`src/rtl/rv_muldiv_pkg.sv`:
```
// Shared types and constants for the RV32M multiply/divide sequencer.
package rv_muldiv_pkg;

    localparam int MULDIV_ITER = 32;
    localparam int CNT_W       = $clog2(MULDIV_ITER);

    typedef enum logic [2:0] {
        OP_MUL    = 3'b000,
        OP_MULH   = 3'b001,
        OP_MULHSU = 3'b010,
        OP_MULHU  = 3'b011,
        OP_DIV    = 3'b100,
        OP_DIVU   = 3'b101,
        OP_REM    = 3'b110,
        OP_REMU   = 3'b111
    } muldiv_op_t;

    typedef enum logic [1:0] {
        ST_IDLE,
        ST_CALC,
        ST_FIX,
        ST_DONE
    } muldiv_state_t;

    function automatic logic isDivOp(input muldiv_op_t op);
        return op inside {OP_DIV, OP_DIVU, OP_REM, OP_REMU};
    endfunction

    function automatic logic isRemOp(input muldiv_op_t op);
        return op inside {OP_REM, OP_REMU};
    endfunction

endpackage

```
`src/rtl/rv_muldiv_step.sv`:
```
// One iteration of the shared 33-bit add/sub datapath: shift-add multiply
// (LSB first) or restoring divide (MSB first) over the {hi, lo} register pair.
module rv_muldiv_step (
    input  logic        div_i,
    input  logic [32:0] hi_i,
    input  logic [31:0] lo_i,
    input  logic [31:0] b_i,
    output logic [32:0] hi_o,
    output logic [31:0] lo_o
);

    logic [32:0] addA;
    logic [32:0] addB;
    logic [32:0] sum;
    logic [32:0] mulT;
    logic        qBit;

    // Divide subtracts the divisor from the shifted remainder; multiply adds the
    // multiplicand into the upper half. A divide result that stays non-negative
    // always fits in 32 bits, so bit 32 of the sum is its sign.
    always_comb begin
        addA = div_i ? {hi_i[31:0], lo_i[31]} : hi_i;
        addB = div_i ? ~{1'b0, b_i} : {1'b0, b_i};
        sum  = addA + addB + {32'd0, div_i};
        qBit = ~sum[32];
        mulT = lo_i[0] ? sum : hi_i;
        if (div_i) begin
            hi_o = qBit ? sum : addA;
            lo_o = {lo_i[30:0], qBit};
        end else begin
            hi_o = {1'b0, mulT[32:1]};
            lo_o = {mulT[0], lo_i[31:1]};
        end
    end

endmodule

```
`src/rtl/rv_muldiv_seq.sv`:
```
// RV32M iterative sequencer: latches one M-extension op, iterates 32 times on
// unsigned magnitudes, fixes the sign, then strobes the result for one cycle.
module rv_muldiv_seq
    import rv_muldiv_pkg::*;
#(
    parameter bit ENABLE_DIV   = 1'b1,
    parameter bit FAST_SPECIAL = 1'b1
) (
    input  logic        i_clk,
    input  logic        i_reset,
    input  logic        i_flush,
    input  logic        i_valid,
    input  logic [2:0]  i_funct3,
    input  logic [31:0] i_op1,
    input  logic [31:0] i_op2,
    input  logic [4:0]  i_rd,
    output logic        o_busy,
    output logic        o_valid,
    output logic [31:0] o_result,
    output logic [4:0]  o_rd
);

    muldiv_state_t    state_q, state_d;
    muldiv_op_t       op_q, opIn;
    logic [CNT_W-1:0] cnt_q;
    logic [4:0]       rd_q;
    logic             neg_q;
    logic [32:0]      hi_q, stepHi;
    logic [31:0]      lo_q, b_q, stepLo;
    logic [31:0]      result_q;

    logic             aNeg, bNeg, divOpIn, divZero, divOvf, special, negIn, accept, stepDiv;
    logic [31:0]      aMag, bMag, specialRes, fixRes, quoFix, remFix;
    logic [63:0]      prod, prodFix;

    always_comb begin
        opIn    = muldiv_op_t'(i_funct3);
        aNeg    = i_op1[31] && (opIn inside {OP_MULH, OP_MULHSU, OP_DIV, OP_REM});
        bNeg    = i_op2[31] && (opIn inside {OP_MULH, OP_DIV, OP_REM});
        aMag    = aNeg ? (~i_op1 + 32'd1) : i_op1;
        bMag    = bNeg ? (~i_op2 + 32'd1) : i_op2;
        divOpIn = ENABLE_DIV && isDivOp(opIn);
        divZero = (i_op2 == 32'd0);
        divOvf  = (opIn inside {OP_DIV, OP_REM}) && (i_op1 == 32'h8000_0000) && (i_op2 == 32'hFFFF_FFFF);
        special = FAST_SPECIAL && divOpIn && (divZero || divOvf);
        if (divZero) begin
            specialRes = isRemOp(opIn) ? i_op1 : 32'hFFFF_FFFF;
        end else begin
            specialRes = isRemOp(opIn) ? 32'd0 : 32'h8000_0000;
        end
        // Quotient sign is suppressed for x/0 so the slow path still yields all-ones.
        if (!isDivOp(opIn)) begin
            negIn = aNeg ^ bNeg;
        end else if (isRemOp(opIn)) begin
            negIn = aNeg;
        end else begin
            negIn = (aNeg ^ bNeg) && !divZero;
        end
        accept  = (state_q == ST_IDLE) && i_valid && !i_flush;
        stepDiv = ENABLE_DIV && isDivOp(op_q);
    end

    rv_muldiv_step u_step (
        .div_i (stepDiv),
        .hi_i  (hi_q),
        .lo_i  (lo_q),
        .b_i   (b_q),
        .hi_o  (stepHi),
        .lo_o  (stepLo)
    );

    always_comb begin
        prod    = {hi_q[31:0], lo_q};
        prodFix = neg_q ? (~prod + 64'd1) : prod;
        quoFix  = neg_q ? (~lo_q + 32'd1) : lo_q;
        remFix  = neg_q ? (~hi_q[31:0] + 32'd1) : hi_q[31:0];
        case (op_q)
            OP_MUL:                       fixRes = prodFix[31:0];
            OP_MULH, OP_MULHSU, OP_MULHU: fixRes = prodFix[63:32];
            OP_DIV, OP_DIVU:              fixRes = ENABLE_DIV ? quoFix : 32'd0;
            default:                      fixRes = ENABLE_DIV ? remFix : 32'd0;
        endcase
    end

    always_ff @(posedge i_clk or posedge i_reset) begin
        if (i_reset) begin
            state_q <= ST_IDLE;
        end else begin
            state_q <= state_d;
        end
    end

    always_comb begin
        state_d = state_q;
        if (i_flush) begin
            state_d = ST_IDLE;
        end else begin
            case (state_q)
                ST_IDLE: if (i_valid) state_d = special ? ST_DONE : ST_CALC;
                ST_CALC: if (cnt_q == '0) state_d = ST_FIX;
                ST_FIX:  state_d = ST_DONE;
                default: state_d = ST_IDLE;
            endcase
        end
    end

    always_comb begin
        o_busy  = ((state_q == ST_IDLE) && i_valid) || (state_q == ST_CALC) || (state_q == ST_FIX);
        o_valid = (state_q == ST_DONE) && !i_flush;
    end

    // Multiply and divide both start from hi=0, lo=|op1|, b=|op2|.
    always_ff @(posedge i_clk or posedge i_reset) begin
        if (i_reset) begin
            op_q     <= OP_MUL;
            rd_q     <= '0;
            neg_q    <= 1'b0;
            cnt_q    <= '0;
            hi_q     <= '0;
            lo_q     <= '0;
            b_q      <= '0;
            result_q <= '0;
        end else if (accept) begin
            op_q  <= opIn;
            rd_q  <= i_rd;
            neg_q <= negIn;
            cnt_q <= CNT_W'(MULDIV_ITER - 1);
            hi_q  <= '0;
            lo_q  <= aMag;
            b_q   <= bMag;
            if (special) begin
                result_q <= specialRes;
            end
        end else if ((state_q == ST_CALC) && !i_flush) begin
            hi_q  <= stepHi;
            lo_q  <= stepLo;
            cnt_q <= cnt_q - CNT_W'(1);
        end else if ((state_q == ST_FIX) && !i_flush) begin
            result_q <= fixRes;
        end
    end

    assign o_result = result_q;
    assign o_rd     = rd_q;

endmodule

```
`config.mk`:
```
export PLATFORM = sky130hd
export DESIGN_NAME = rv_muldiv_seq
export DESIGN_NICKNAME = d
export VERILOG_FILES = /design/src/rtl/rv_muldiv_pkg.sv /design/src/rtl/rv_muldiv_step.sv /design/src/rtl/rv_muldiv_seq.sv
export SDC_FILE = /design/constraint.sdc
export NUM_CORES = 1
export LEC_CHECK = 0
export ABC_AREA = 1
export BUFFER_PORTS_ARGS = -buffer_cell sky130_fd_sc_hd__buf_2
export CORE_MARGIN = 3
export CORE_UTILIZATION = 25
export DETAILED_ROUTE_END_ITERATION = 8
export GPL_ROUTABILITY_DRIVEN = 0
export PLACE_DENSITY_LB_ADDON = 0.08
export SYNTH_ARGS = -nofsm -noshare
export SYNTH_HDL_FRONTEND = slang
export SYNTH_SLANG_ARGS = --single-unit
```
`constraint.sdc`:
```
create_clock -name i_clk -period 4.48 [get_ports i_clk]
set_input_delay 0.672 -clock i_clk [delete_from_list [all_inputs] [get_ports i_clk]]
set_output_delay 0.672 -clock i_clk [all_outputs]
set_load 0.05 [all_outputs]
```
==> results.toml <==
[layout]
synthToLayoutAreaGrowth_pct = 13.0
antenna_cells = 0
nets = 2932
drive_above_1_share_pct = 9.31
final_core_utilization_pct = 28.8
fin_cells = 3662

[setup_path]
rrSetupSlack_ns = 0.45
crit_top_cell = "nand2_1"
path_max_fanout = 50
cp-end-kind = "flop"
cp.required_ns = 4.84
cp.arrival_ns = 4.39
critical_path.max_stage_delay_ns = 0.74
critPathKind = "flop to flop"
startpoint = "op_q[2]$_DFFE_PP0P_"
r2r_start = "op_q[2]$_DFFE_PP0P_"
crit_path_top_delay_cell = "dfrtp_4"
r2r_end = "hi_q[19]$_DFFE_PP0P_"
crit_end = "hi_q[19]$_DFFE_PP0P_"
reg2regPathDepth = 17
cp-start-kind = "flop"
crit_chain = "buf_12, xor2_1, ha_1, nand2_1, inv_1, nand2_1, nand2_1, nand2_1, nand2_1, a21oi_1, nand2_1, nand2_1, nand2_2, nand3_1, nand3_1, nand2_1, o21ai_0"

[global_routing]
track_usage_pct = 22.3
grt_max_degree = 67
grt_overflow = 0
grt_first_pass_wirelength_mm = 113
grt_pass1_vias = 17200
antenna_found_initial = 1

[cts]
insertion_delay_ns = 0.49
holdBufCountCts = 0
cts-root-buf = "clkbuf_16"
cts_tree = "yes"
cts-resized-gates = 0
h-tree-depth = 4
cts_buffer_depth = 2
post_cts_buffers = 0
cts.clk_slew.worst_paths_ns = 0.08
numCtsBuffers = 17
cts.sinks = 145

[yosys]
syn-instance-count = 2758
synth_nets = 2878
synth_top_area_share_pct = 22.9
synthesis.area_mm2 = 0.0159
ys_seq_elements = 145
synthFlopType = "dfrtp_1"
synthTopCellsByArea = "dfrtp_1 (23%), nand2_1 (20%), nand3_1 (8.6%)"
async_reset_ff_share_pct = 100
synth.most_common_cell = "nand2_1"
ys_top_cells_by_count = "nand2_1 (851), nor2_1 (324), nand3_1 (272)"
yosysWarnings = 0
synthDistinctLibCells = 50
synth_top_cell_by_area = "dfrtp_1"
synth_area_per_cell_um2 = 5.75
synth-seq-area-share_pct = 22.9
synth_edf_count = 0

[floorplanning]
dieWidth_um = 258
coreArea_mm2 = 0.0623
die_y_um = 258
initial_core_util_pct = 25.5
ios = 115
rows = 91
die_area_mm2 = 0.0665

[sta]
fin_crit_sh_pct = 89.8
hold_violations = 0
setup-tns-final_ns = 0
drv_slew = 0
hold_slack_ns = 0.329
period_minus_slack_ns = 4.03
tightest_slew_ns = 0.934
finalSetupViolCount = 0
fin_skew_ns = 0.0213
grt_setup_unrepaired = "false"
slew_headroom_pct = 37.7
fmaxAchievable_mhz = 248

[worst_hold_path]
hold_path.class = "input pin to asynchronous set/reset pin"

[route]
num_vias = 18400
avgRoutedWirePerCell_um = 20.5
routed_wl_mm = 75.2
drtPass1Iterations = 6
first_iter_violations = 1726
remaining_drc_errors = 0
routed_via_density = 5.03
antenna_left = 0

[placement]
dp_hpwl_mm = 58.9
dp.cells = 3630
io_buffer_count = 114

[status]
status = "complete, no violations"

[run]
cap_viol_max_count = 0
how the worst min path moves through the flow:
stage	startpoint	endpoint	slack, ns	cells past startpoint
after floorplan	cnt_q[4]$_DFFE_PP0P_	cnt_q[4]$_DFFE_PP0P_	0.45	1
after global placement	o_rd[2]$_DFFE_PP0P_	o_rd[2]$_DFFE_PP0P_	0.46	2
after detailed placement	o_rd[3]$_DFFE_PP0P_	o_rd[3]$_DFFE_PP0P_	0.46	2
after CTS	i_reset	hi_q[31]$_DFFE_PP0P_	0.33	2
after global routing	i_reset	hi_q[31]$_DFFE_PP0P_	0.37	2
final	i_reset	hi_q[29]$_DFFE_PP0P_	0.33	2
sequential cells by signal, summed over array words and instances, names as in the netlist:
register and flops:
b_q 32, cnt_q 5, hi_q 33, lo_q 32
neg_q 1, o_rd 5, o_result 32, op_q 3
state_q 2
routing by layer:
layer | wire length [um] | vias to the layer above | track usage, %
met3 | 4440 | 63 | 3.93
li1 | - | 9091 | -
met4 | 1600 | 0 | 5.68
met2 | 32900 | 525 | 34.5
met1 | 36200 | 8734 | 32.0
met5 | 0 | - | 0
placed cells by master (no fill, tap or decap), types with 36 or more instances in the layout:
master | synthesis | routed
buf_4 | 8 | 36
dfrtp_1 | 145 | 143
buf_2 | 18 | 114
nand3_1 | 272 | 272
nor2_1 | 324 | 323
a21oi_1 | 222 | 222
ha_1 | 43 | 43
o21ai_0 | 173 | 173
inv_1 | 259 | 257
o21ai_1 | 41 | 41
xor2_1 | 74 | 74
nand2_1 | 851 | 851
metrics by stage:
stage | setup WS [ns] | instance area [um^2]
3_5_place_dp | 0.471 | 17300
5_1_grt | 0.000124 | 17900
2_1_floorplan | 1.24 | 15900
6_report | 0.455 | 17900
4_1_cts | 0.453 | 17900
3_3_place_gp | 0.445 | 17300
critical path, delay by kind of cell (launching register included):
kind                       cells  cell delay, ns
buffers and inverters          2            0.37
AOI/OAI and AO/OA              2            0.30
xor gates and xnor gates       1            0.46
and+or+nand+nor               11            1.63
adders and majority gates      1            0.36
DFF                            1            0.74
layout make-up:
cell class,instances,area (um^2)
Tap cell,837,1050
Clock inverter,15,181
Clock buffer,17,425
Fill cell,7155,44300
Sequential cell,145,3630
Inverter,287,1080
Multi-Input combinational cell,2208,10700
Timing Repair Buffer,153,901
logic make-up after synthesis:
| group | Yosys count | share of synthesized area [%] |
|---|---|---|
| AOI/OAI and AO/OA | 528 | 18.2 |
| xor gates and xnor gates | 81 | 4.47 |
| adders and majority gates | 44 | 3.52 |
| buffers and inverters | 405 | 10.0 |
| DFF | 145 | 22.9 |
| and+or+nand+nor | 1555 | 40.9 |
Power is left out: the tool's default activity adds up to more than one toggle a clock period on the data nets, which glitch-free logic cannot reach.
